==> config.mk <==
export PLATFORM = sky130hd
export DESIGN_NAME = pad_test_ctl_regs_flat
export DESIGN_NICKNAME = d
export VERILOG_FILES = /design/src/rtl/pad_test_ctl_if.sv /design/src/rtl/pad_test_ctl_regs.sv /design/src/flat_wrapper.sv
export SDC_FILE = /design/constraint.sdc
export NUM_CORES = 1
export LEC_CHECK = 0
export CELL_PAD_IN_SITES_DETAIL_PLACEMENT = 1
export CELL_PAD_IN_SITES_GLOBAL_PLACEMENT = 1
export CORE_ASPECT_RATIO = 1.4
export CORE_MARGIN = 10
export CORE_UTILIZATION = 38
export CTS_BUF_LIST = sky130_fd_sc_hd__clkbuf_4 sky130_fd_sc_hd__clkbuf_8 sky130_fd_sc_hd__clkbuf_16
export CTS_CLUSTER_SIZE = 30
export DETAILED_ROUTE_END_ITERATION = 10
export PLACE_DENSITY_LB_ADDON = 0.1
export SLEW_MARGIN = 25
export SYNTH_ARGS = -nofsm -noshare
export SYNTH_HDL_FRONTEND = slang
export SYNTH_SLANG_ARGS = --single-unit
==> constraint.sdc <==
create_clock -name clk -period 1.8 [get_ports clk]
set_clock_uncertainty 0.15 [all_clocks]
set_input_delay 0.36 -clock clk [delete_from_list [all_inputs] [get_ports clk]]
set_output_delay 0.36 -clock clk [all_outputs]
set_load 0.01 [all_outputs]
==> src/rtl/pad_test_ctl_if.sv <==
// Write port bundle for pad_test_ctl_regs: valid/ready handshake with address and data.
// The master drives the request, the slave (the register block) returns ready.
interface pad_test_ctl_if;
  logic       wr_valid;
  logic       wr_ready;
  logic [1:0] wr_addr;
  logic [7:0] wr_data;

  modport master (output wr_valid, output wr_addr, output wr_data, input wr_ready);
  modport slave  (input wr_valid, input wr_addr, input wr_data, output wr_ready);
endinterface

==> src/rtl/pad_test_ctl_regs.sv <==
// Port/test control registers feeding the pad/test mux stage. test_ctl writes need a
// two-word key with timeout; toggling the test-mode bit stalls the write port to settle.
module pad_test_ctl_regs #(
  parameter logic [6:0]  PORT_RST   = 7'h20,
  parameter logic [5:0]  TEST_RST   = 6'h00,
  parameter logic [7:0]  KEY0       = 8'hA5,
  parameter logic [7:0]  KEY1       = 8'h5A,
  parameter int unsigned UNLOCK_TO  = 16,
  parameter int unsigned SETTLE_CYC = 4
) (
  input  logic                 clk,
  input  logic                 rst_n,
  pad_test_ctl_if.slave        wr,
  output logic [6:0]           port_ctl,
  output logic [5:0]           test_ctl,
  output logic                 locked,
  output logic                 wr_err
);

  typedef enum logic [1:0] {
    ST_LOCKED   = 2'd0,
    ST_KEY_A    = 2'd1,
    ST_UNLOCKED = 2'd2
  } state_t;

  localparam logic [7:0] TO_LOAD     = 8'(UNLOCK_TO);
  localparam logic [3:0] SETTLE_LOAD = 4'(SETTLE_CYC);

  state_t     state_r, state_s;
  logic [7:0] timer_r, timer_s;
  logic [3:0] settle_r, settle_s;
  logic [6:0] port_r, port_s;
  logic [5:0] test_r, test_s;
  logic       err_r, err_s;
  logic       locked_r;
  logic       ready_r;
  logic       accept_s;

  assign accept_s    = wr.wr_valid & ready_r;
  assign wr.wr_ready = ready_r;
  assign port_ctl    = port_r;
  assign test_ctl    = test_r;
  assign locked      = locked_r;
  assign wr_err      = err_r;

  // Next-state for key FSM, unlock timer, settle counter and control registers
  always_comb begin
    state_s  = state_r;
    timer_s  = timer_r;
    settle_s = settle_r;
    port_s   = port_r;
    test_s   = test_r;
    err_s    = 1'b0;

    if (settle_r != 4'd0) begin
      settle_s = settle_r - 4'd1;
    end else begin
      settle_s = 4'd0;
    end

    // Timer expiry is the default outcome; an accepted test_ctl write below still wins
    case (state_r)
      ST_UNLOCKED: begin
        if (timer_r != 8'd0) begin
          timer_s = timer_r - 8'd1;
        end else begin
          timer_s = 8'd0;
        end
        if (timer_r <= 8'd1) begin
          state_s = ST_LOCKED;
        end else begin
          state_s = ST_UNLOCKED;
        end
      end
      ST_LOCKED, ST_KEY_A: begin
        timer_s = timer_r;
      end
      default: begin
        state_s = ST_LOCKED;
      end
    endcase

    if (accept_s) begin
      case (wr.wr_addr)
        2'd0: begin
          port_s = wr.wr_data[6:0];
        end
        2'd1: begin
          if (state_r == ST_UNLOCKED) begin
            test_s = wr.wr_data[5:0];
            if (wr.wr_data[5] != test_r[5]) begin
              settle_s = SETTLE_LOAD;
            end else begin
              settle_s = 4'd0;
            end
          end else begin
            err_s = 1'b1;
          end
          state_s = ST_LOCKED;
        end
        2'd2: begin
          err_s = 1'b1;
          if (state_r == ST_KEY_A) begin
            state_s = ST_LOCKED;
          end else begin
            err_s = 1'b1;
          end
        end
        default: begin
          case (state_r)
            ST_LOCKED: begin
              if (wr.wr_data == KEY0) begin
                state_s = ST_KEY_A;
              end else begin
                state_s = ST_LOCKED;
                err_s   = 1'b1;
              end
            end
            ST_KEY_A: begin
              if (wr.wr_data == KEY1) begin
                state_s = ST_UNLOCKED;
                timer_s = TO_LOAD;
              end else if (wr.wr_data == KEY0) begin
                state_s = ST_KEY_A;
              end else begin
                state_s = ST_LOCKED;
                err_s   = 1'b1;
              end
            end
            ST_UNLOCKED: begin
              state_s = ST_LOCKED;
            end
            default: begin
              state_s = ST_LOCKED;
            end
          endcase
        end
      endcase
    end else begin
      err_s = 1'b0;
    end
  end

  // State and output registers; locked and wr_ready are registered from next-state
  always_ff @(posedge clk or negedge rst_n) begin
    if (!rst_n) begin
      state_r  <= ST_LOCKED;
      timer_r  <= 8'd0;
      settle_r <= 4'd0;
      port_r   <= PORT_RST;
      test_r   <= TEST_RST;
      err_r    <= 1'b0;
      locked_r <= 1'b1;
      ready_r  <= 1'b1;
    end else begin
      state_r  <= state_s;
      timer_r  <= timer_s;
      settle_r <= settle_s;
      port_r   <= port_s;
      test_r   <= test_s;
      err_r    <= err_s;
      locked_r <= (state_s != ST_UNLOCKED);
      ready_r  <= (settle_s == 4'd0);
    end
  end

endmodule
==> src/flat_wrapper.sv <==
// flat-port wrapper written by rule: the top's interface ports become plain ports
module pad_test_ctl_regs_flat 
#(
  parameter logic [6:0]  PORT_RST   = 7'h20,
  parameter logic [5:0]  TEST_RST   = 6'h00,
  parameter logic [7:0]  KEY0       = 8'hA5,
  parameter logic [7:0]  KEY1       = 8'h5A,
  parameter int unsigned UNLOCK_TO  = 16,
  parameter int unsigned SETTLE_CYC = 4
)
  (clk, rst_n, port_ctl, test_ctl, locked, wr_err, wr_wr_valid, wr_wr_addr, wr_wr_data, wr_wr_ready);
  pad_test_ctl_if wr_i ();
  input  logic clk;
  input  logic rst_n;
  output logic [6:0] port_ctl;
  output logic [5:0] test_ctl;
  output logic locked;
  output logic wr_err;
  input wire logic [$bits(wr_i.wr_valid)-1:0] wr_wr_valid;
  input wire logic [$bits(wr_i.wr_addr)-1:0] wr_wr_addr;
  input wire logic [$bits(wr_i.wr_data)-1:0] wr_wr_data;
  output wire logic [$bits(wr_i.wr_ready)-1:0] wr_wr_ready;
  assign wr_i.wr_valid = wr_wr_valid;
  assign wr_i.wr_addr = wr_wr_addr;
  assign wr_i.wr_data = wr_wr_data;
  assign wr_wr_ready = wr_i.wr_ready;
  pad_test_ctl_regs #(.PORT_RST(PORT_RST), .TEST_RST(TEST_RST), .KEY0(KEY0), .KEY1(KEY1), .UNLOCK_TO(UNLOCK_TO), .SETTLE_CYC(SETTLE_CYC)) u_core (.clk(clk), .rst_n(rst_n), .wr(wr_i), .port_ctl(port_ctl), .test_ctl(test_ctl), .locked(locked), .wr_err(wr_err));
endmodule
# ---- Word level (Yosys, flattened, before mapping)
# Index checks and enable logic that the tools add are counted.
dict set report word_totals {
  reg_bits 30
  elab_cells 54
}
dict set report classes {
  addsub 2
  magnitude_cmp 1
  n_eq_ne 8
  n_mux 25
  n_bitwise 1
  reduce_logical 9
}
# operator n
set ops {}
lappend ops {{$mux W8} 6}
lappend ops {{$mux W4} 4}
lappend ops {{$eq A8 B7 Y1 const B} 1}
lappend ops {{$eq A8 B8 Y1 const B} 1}
lappend ops {{$le A8 B1 Y1 const B} 1}
lappend ops {{$mux W2} 4}
lappend ops {{$pmux W2 S2} 2}
lappend ops {{$reduce_bool A8 Y1} 1}
lappend ops {{$sub A8 B1 Y8 const B} 1}
lappend ops {{$pmux W2 S3} 1}
lappend ops {{$mux W1} 5}
lappend ops {{$eq A2 B1 Y1 const B} 2}
lappend ops {{$eq A2 B2 Y1 const B} 2}
lappend ops {{$logic_not A2 Y1} 2}
lappend ops {{$logic_not A4 Y1} 1}
lappend ops {{$reduce_bool A4 Y1} 1}
lappend ops {{$sub A4 B1 Y4 const B} 1}
lappend ops {{$mux W3} 1}
lappend ops {{$pmux W1 S3} 1}
lappend ops {{$reduce_and A3 Y1} 1}
lappend ops {{$reduce_or A3 Y1} 1}
lappend ops {{$ne A2 B2 Y1 const B} 1}
lappend ops {{$pmux W1 S2} 1}
lappend ops {{$reduce_and A2 Y1} 1}
lappend ops {{other kinds (3)} 3}

# ---- Logic depth before layout (Yosys ltp)
# Gate-level depths: netlist of run 1.
dict set report logic_depth {
  depth_word 7
  depth_mapped 5
  ltp_nobuf 5
}

# ---- Worst setup path after synthesis of run 1
# OpenSTA, ideal clock, no wires.
dict set report synth_timing {
  path_kind {register -> register}
  start {register u_core.ready_r, in the netlist u_core.wr.wr_ready}
  end {register u_core.port_r[0], in the netlist u_core.port_ctl[0]}
  setup_time_ps 125
  arrival_time_ps 1369
  t_required_ps 1525
  slack_ps 156
  path_stages_with_launch 4
  period_less_slack_ps 1644
  path_cell_list {dfstp_2 > nand2_1 > nor3_2 > mux2_2}
}
dict set report synth_between {
  elab_chain_cells 2
}
# element line
set synth_lines {}
lappend synth_lines {{from (decl)} pad_test_ctl_regs.sv:36} ;# logic ready_r;
lappend synth_lines {{from (signal assigned)} pad_test_ctl_regs.sv:163} ;# ready_r <= (settle_s == 4'd0);
lappend synth_lines {{$and A1 B1 Y1} pad_test_ctl_regs.sv:39} ;# assign accept_s = wr.wr_valid & ready_r;
lappend synth_lines {{$reduce_and A2 Y1 (no source line)} n/a}
lappend synth_lines {{to (signal assigned)} pad_test_ctl_regs.sv:159} ;# port_r <= port_s;
lappend synth_lines {{to (decl)} pad_test_ctl_regs.sv:32} ;# logic [6:0] port_r, port_s;
# Every way passes these cells.
# A chain may end at the register's enable or synchronous reset.

# ---- Final worst setup path of run 1
dict set report layout_timing {
  start {register u_core.test_r[5], in the netlist u_core.test_ctl[5]}
  end {output test_ctl[5]}
}
# element line
set layout_lines {}
lappend layout_lines {{from (decl)} pad_test_ctl_regs.sv:33} ;# logic [5:0] test_r, test_s;
lappend layout_lines {{from (signal assigned)} pad_test_ctl_regs.sv:160} ;# test_r <= test_s;
lappend layout_lines {{to (decl)} flat_wrapper.sv:16} ;# output logic [5:0] test_ctl;
# No word-level cell between the ends.

==> results of run 1 <==
cell families (layout without fill, tap and decap cells):
kind of cell | after synthesis | count (layout) | synth area share [%]
flip-flops | 30 | 30 | 54.0
multiplexers | 7 | 7 | 5.65
AO/OA/AOI/OAI | 18 | 18 | 8.33
buffers and inverters | 4 | 57 | 1.34
AND/OR/NAND/NOR | 66 | 66 | 25.1
XOR/XNOR | 6 | 6 | 3.76
adder cells (fa/ha/maj) | 2 | 2 | 1.79
placed cells by master (no fill, tap or decap), types with 2 or more instances in the layout:
cell type,netlist,final
nor2_1,13,13
dlymetal6s2s_1,0,3
clkbuf_8,0,6
xor2_1,5,5
buf_4,1,18
dfstp_2,3,3
a21oi_1,6,6
nor4bb_1,3,2
ha_1,2,2
nand3_1,3,3
clkdlybuf4s50_1,0,22
mux2_2,7,7
nor3_2,2,2
inv_1,2,2
nor3_1,5,5
nand2b_1,2,2
nand4_1,3,3
o21ai_0,3,3
nand2_1,24,24
dlygate4sd2_1,0,3
dfrtp_1,27,27
a31oi_1,3,3
per-stage QoR:
stage | setup TNS, ps | total power, uW | instances
global placement | -4630 | 945 | 220
global route | 0 | 1570 | 228
detailed placement | -5480 | 953 | 220
CTS | 0 | 1530 | 228
finish | 0 | 1500 | 228
floorplan | 0 | 794 | 133
report_power, final:
part	switching [uW]	internal (uW)	leakage (uW)	total (uW)
Clock	243	323	0.0000517	566
Sequential	15.2	709	0.000384	724
Combinational	86.6	126	0.000519	213
sequential cells by signal, summed over array words and instances, names as in the netlist:
name	count
u_core.timer_r	8
u_core.port_ctl	7
u_core.test_ctl	6
u_core.settle_r	4
u_core.state_r	2
u_core.locked	1
u_core.wr.wr_ready	1
u_core.wr_err	1
timing repair:
action	4_1_cts	5_1_grt
resized for setup	3	6
pin swaps	0	4
cloned	0	0
buffers inserted	0	0
endpoints found under the setup margin	3	11
metal layers:
layer  global-route usage (%)  vias up
li1                         -      567
met1                     11.5      616
met2                     24.8       31
met3                     5.61        8
met4                     6.31        0
met5                        0        -
layout make-up:
type                       instances  area [um2]  share of cell area, %
clock inverter                     1        5.00                  0.251
inverter                           2        7.51                  0.377
timing repair buffer              47         439                   22.0
tap                               42        52.6                   2.64
multi-input combinational         99         643                   32.3
sequential                        30         754                   37.9
clock buffer                       7        90.1                   4.52
worst paths after layout:
check | startpoint | to | slack [ps]
worst max-delay path | u_core.test_ctl[5]$_DFFE_PN0P_ | test_ctl[5] | 70
worst min-delay path | rst_n | u_core.test_ctl[3]$_DFFE_PN0P_ | 290
worst max register to register | u_core.wr.wr_ready$_DFF_PN1_ | u_core.timer_r[5]$_DFF_PN0_ | 170
worst min register to register | u_core.test_ctl[0]$_DFFE_PN0P_ | u_core.test_ctl[0]$_DFFE_PN0P_ | 340
max in group asynchronous | rst_n | u_core.wr.wr_ready$_DFF_PN1_ | 970
min in group clk | wr_wr_data[4] | u_core.test_ctl[4]$_DFFE_PN0P_ | 310
==> run metrics, run 1 <==
result of the run finished clean; GRT Util Overall 13.2%; Die H 91.7 um; LEAKAGE 0.000954 uW; FFs w/ async S/R, synth 100%; Yosys top cell area share between 40 and 50%; initial detailed-routing violation count 29; via/cell ratio 5.36; Hold Vio Cnt, Final 0; clock sinks 30; cts bufs inserted 5; Post-Syn Nets 148; CTS clk-pin slew, worst paths around 60 ps; # diodes 0; pre-CTS setup slack -258 ps; CTS root buffer clkbuf_8; metal2 WL 2350 um; CTS tree done; Final period util 96.1%; GPL Wtd Cong 0.838; crit-path leading delay family buffers and inverters; Period minus WS final 1730 ps; Synth area leaders dfrtp_1 (48%), nand2_1 (6.5%), dfstp_2 (5.6%); first-pass GRT wire length 6810 um; global route overflow 0; Final HPWL DP 3190 um; post-synthesis cell count 133; Post-layout nets 200; layout cell share with drive strength beyond 1 between 20% and 30%; Setup CP Type flop to output port; die area 6530 um2; worst hold margin 291 ps; first-pass detailed-route iteration total 4; buffers added on ports 28; slowest CP cell clkdlybuf4s50_1; Synth top cells by count dfrtp_1 (27), nand2_1 (24), nor2_1 (13); delay of the slowest cell on the worst path 560 ps; post-synthesis register bit count 30; post-route design area around 2000 um2; vias in the first global route between 1000 and 1500; antenna-violating nets left 0; Seq/Total Area, Yosys a little over half; fin. max-slew vios 0; wl on met1 1480 um; htree depth 2; initial antenna violation count 0; Synth Cell Area 1400 um2; met3 WL 265 um; Netlist cell types 36; number of flops mapped to enable cells by yosys 0; final-layout fill cell count between 400 and 500; Final setup viols 0; PD cells 755 nW/um2; Finished Core Util 55.2%; Final Worst Setup Slack 70.7 ps; most numerous cell in the Yosys netlist dfrtp_1; worst vdd ir between 0.0006 and 0.0007 V; CORE AREA 3610 um2; largest net degree at the start of global routing 31; fmax 578 MHz; CP Launch Type flop; Buf+Inv Stages, Crit Path 1; Most used DFF post-synth dfrtp_1; R2R depth 4; Clock Latency Late Sink around 280 ps; Die Wd 71.2 um; drt total wl 4180 um; Worst EP required around 1300 ps; area grow syn2layout 42.7%; cell depth of the worst setup path 1; DRC Markers 0; crit path cell chain clkdlybuf4s50_1; drt wl/cell 18.3 um; critical path arrival 1220 ps; hold buffers post-CTS 0; Initial Util 38.7%; yosys warns 0; Rows 26; MaxCap Viol Count 0; max_slew headroom 68.3%; routed vias 1222; Synth area leader dfrtp_1; Syn Area/Cell approximately 10 um2; Worst-Margin Slew 473 ps; Hold WC Path Type primary input to asynchronous set/reset pin; unrepaired setup endpoints after global routing false; DP Area approximately 1900 um2; I/O pins 29; max layer used met4; critical path peak fanout 3; Setup crit end kind output port; CTS Buffer Depth 2
(Power assumes the default switching activity.)
==> inputs of run 2 (changes only) <==
--- a/config.mk
+++ b/config.mk
@@ -13,6 +13,7 @@
 export CTS_BUF_LIST = sky130_fd_sc_hd__clkbuf_4 sky130_fd_sc_hd__clkbuf_8 sky130_fd_sc_hd__clkbuf_16
 export CTS_CLUSTER_SIZE = 30
 export DETAILED_ROUTE_END_ITERATION = 10
+export GPL_ROUTABILITY_DRIVEN = 0
 export PLACE_DENSITY_LB_ADDON = 0.1
 export SLEW_MARGIN = 25
 export SYNTH_ARGS = -nofsm -noshare
==> results of run 2 <==
The final DEF is identical to that of run 1; final timing and power are the same.
==> inputs of run 3 (changes only) <==
--- a/config.mk
+++ b/config.mk
@@ -9,8 +9,8 @@
 export CELL_PAD_IN_SITES_GLOBAL_PLACEMENT = 1
 export CORE_ASPECT_RATIO = 1.4
 export CORE_MARGIN = 10
-export CORE_UTILIZATION = 38
-export CTS_BUF_LIST = sky130_fd_sc_hd__clkbuf_4 sky130_fd_sc_hd__clkbuf_8 sky130_fd_sc_hd__clkbuf_16
+export CORE_UTILIZATION = 40
+export CTS_BUF_LIST = sky130_fd_sc_hd__clkbuf_2
 export CTS_CLUSTER_SIZE = 30
 export DETAILED_ROUTE_END_ITERATION = 10
 export GPL_ROUTABILITY_DRIVEN = 0
==> run metrics, run 3 (synthesized netlist as in run 1, its figures left out) <==
slowest CP cell clkdlybuf4s50_1; first-pass detailed-route iteration total 3; critical path arrival between 1000 and 1500 ps; Worst-Margin Slew 478 ps; initial detailed-routing violation count 51; htree depth 2; drt wl/cell ~17 um; buffers added on ports 28; largest net degree at the start of global routing 31; Hold Vio Cnt, Final 0; via/cell ratio 5.31; critical path peak fanout 1; DRC Markers 0; Die H 89.9 um; CTS root buffer clkbuf_2; fmax 584 MHz; CTS tree done; Die Wd 69.9 um; antenna-violating nets left 0; CP Launch Type flop; GRT Util Overall 12.9%; cts bufs inserted 5; first-pass GRT wire length about 6700 um; layout cell share with drive strength beyond 1 between 20% and 30%; Buf+Inv Stages, Crit Path 1; Final setup viols 0; Worst EP required 1290 ps; delay of the slowest cell on the worst path 530 ps; routed vias about 1200; crit-path leading delay family buffers and inverters; worst hold margin between 200 and 250 ps; crit path cell chain clkdlybuf4s50_1; LEAKAGE around 0.00095 uW; Final HPWL DP 2910 um; Post-layout nets 197; I/O pins 29; drt total wl 3800 um; most common cell after layout, fill and taps aside dfrtp_1; Period minus WS final 1710 ps; result of the run finished clean; Rows 25; CORE AREA 3380 um2; clock sinks 30; worst vdd ir 0.000397 V; vias in the first global route approximately 1400; Setup crit end kind output port; CTS Buffer Depth 2; hold buffers post-CTS 0; most frequent cells in the layout dfrtp_1 (27), nand2_1 (24), buf_4 (15); max reg flops 8; CTS clk-pin slew, worst paths 150 ps; unrepaired setup endpoints after global routing false; Initial Util 41.3%; Final period util 95.2%; global route overflow 0; Clock Latency Late Sink 350 ps; Hold WC Path Type primary input to asynchronous set/reset pin; fin. max-slew vios 0; max_slew headroom 68.0%; pre-CTS setup slack -277 ps; PD cells 648 nW/um2; # diodes 0; Setup CP Type flop to output port; MaxCap Viol Count 0; Most flops, register u_core.timer_r; Final Worst Setup Slack 86.9 ps; area grow syn2layout 34.3%; die area 6290 um2; initial antenna violation count 0
## run 3: layout make-up
cell class              instances  area (um2)
repair buffers                 44         402
multi-input cells              99         623
clock buffers                   6        30.0
clock inverters                 2        8.76
inverters                       2        7.51
flip-flops and latches         30         754
well taps                      40        50.0
fillers                       389        1500
## run 3: final timing paths
path                                                start                        endpoint  slack, ps  cells after the start
max                               u_core.wr_err$_DFF_PN0_                          wr_err         90                      1
min                                                 rst_n    u_core.settle_r[3]$_DFF_PN0_        200                      2
max reg2reg                  u_core.wr.wr_ready$_DFF_PN1_    u_core.settle_r[2]$_DFF_PN0_        110                      4
min reg2reg                u_core.test_ctl[3]$_DFFE_PN0P_  u_core.test_ctl[3]$_DFFE_PN0P_        340                      2
max in group asynchronous                           rst_n         u_core.locked$_DFF_PN1_       1050                      2
min in group clk           u_core.test_ctl[3]$_DFFE_PN0P_  u_core.test_ctl[3]$_DFFE_PN0P_        340                      2
## run 3: what timing repair did
item / 4_1_cts / 5_1_grt
setup buffers: 1 / 0
setup endpoints to repair: 13 / 2
gates resized for setup: 13 / 2
## run 3: routing by layer
metal  wire, um  share of wire, %  vias up  global-route usage (%)
met4         95               2.5        0                    5.61
met5          0                 0        -                       0
met3        126               3.3       11                    4.18
met1       1560                41      591                    12.9
li1           -                 -      559                       -
met2       2010                53       23                    23.3
## run 3: stage by stage
stage          setup TNS [ps]  utilization (%)  power (uW)  cells  instance area (um2)
6_report                    0             55.5        1220    223                 1880
5_1_grt                     0             55.5        1290    223                 1880
4_1_cts                     0             55.4        1240    223                 1870
3_5_place_dp            -5550             54.5         943    214                 1840
3_3_place_gp            -4700             54.5         939    214                 1840
2_1_floorplan               0                -         794    133                 1400
## run 3: report_power, final
group	switching (uW)	total (uW)	leakage (uW)	internal (uW)
clock network	216	312	0.0000304	95.5
registers	13.6	722	0.000384	708
logic	80.5	182	0.000535	101
total	310	1220	0.000949	905
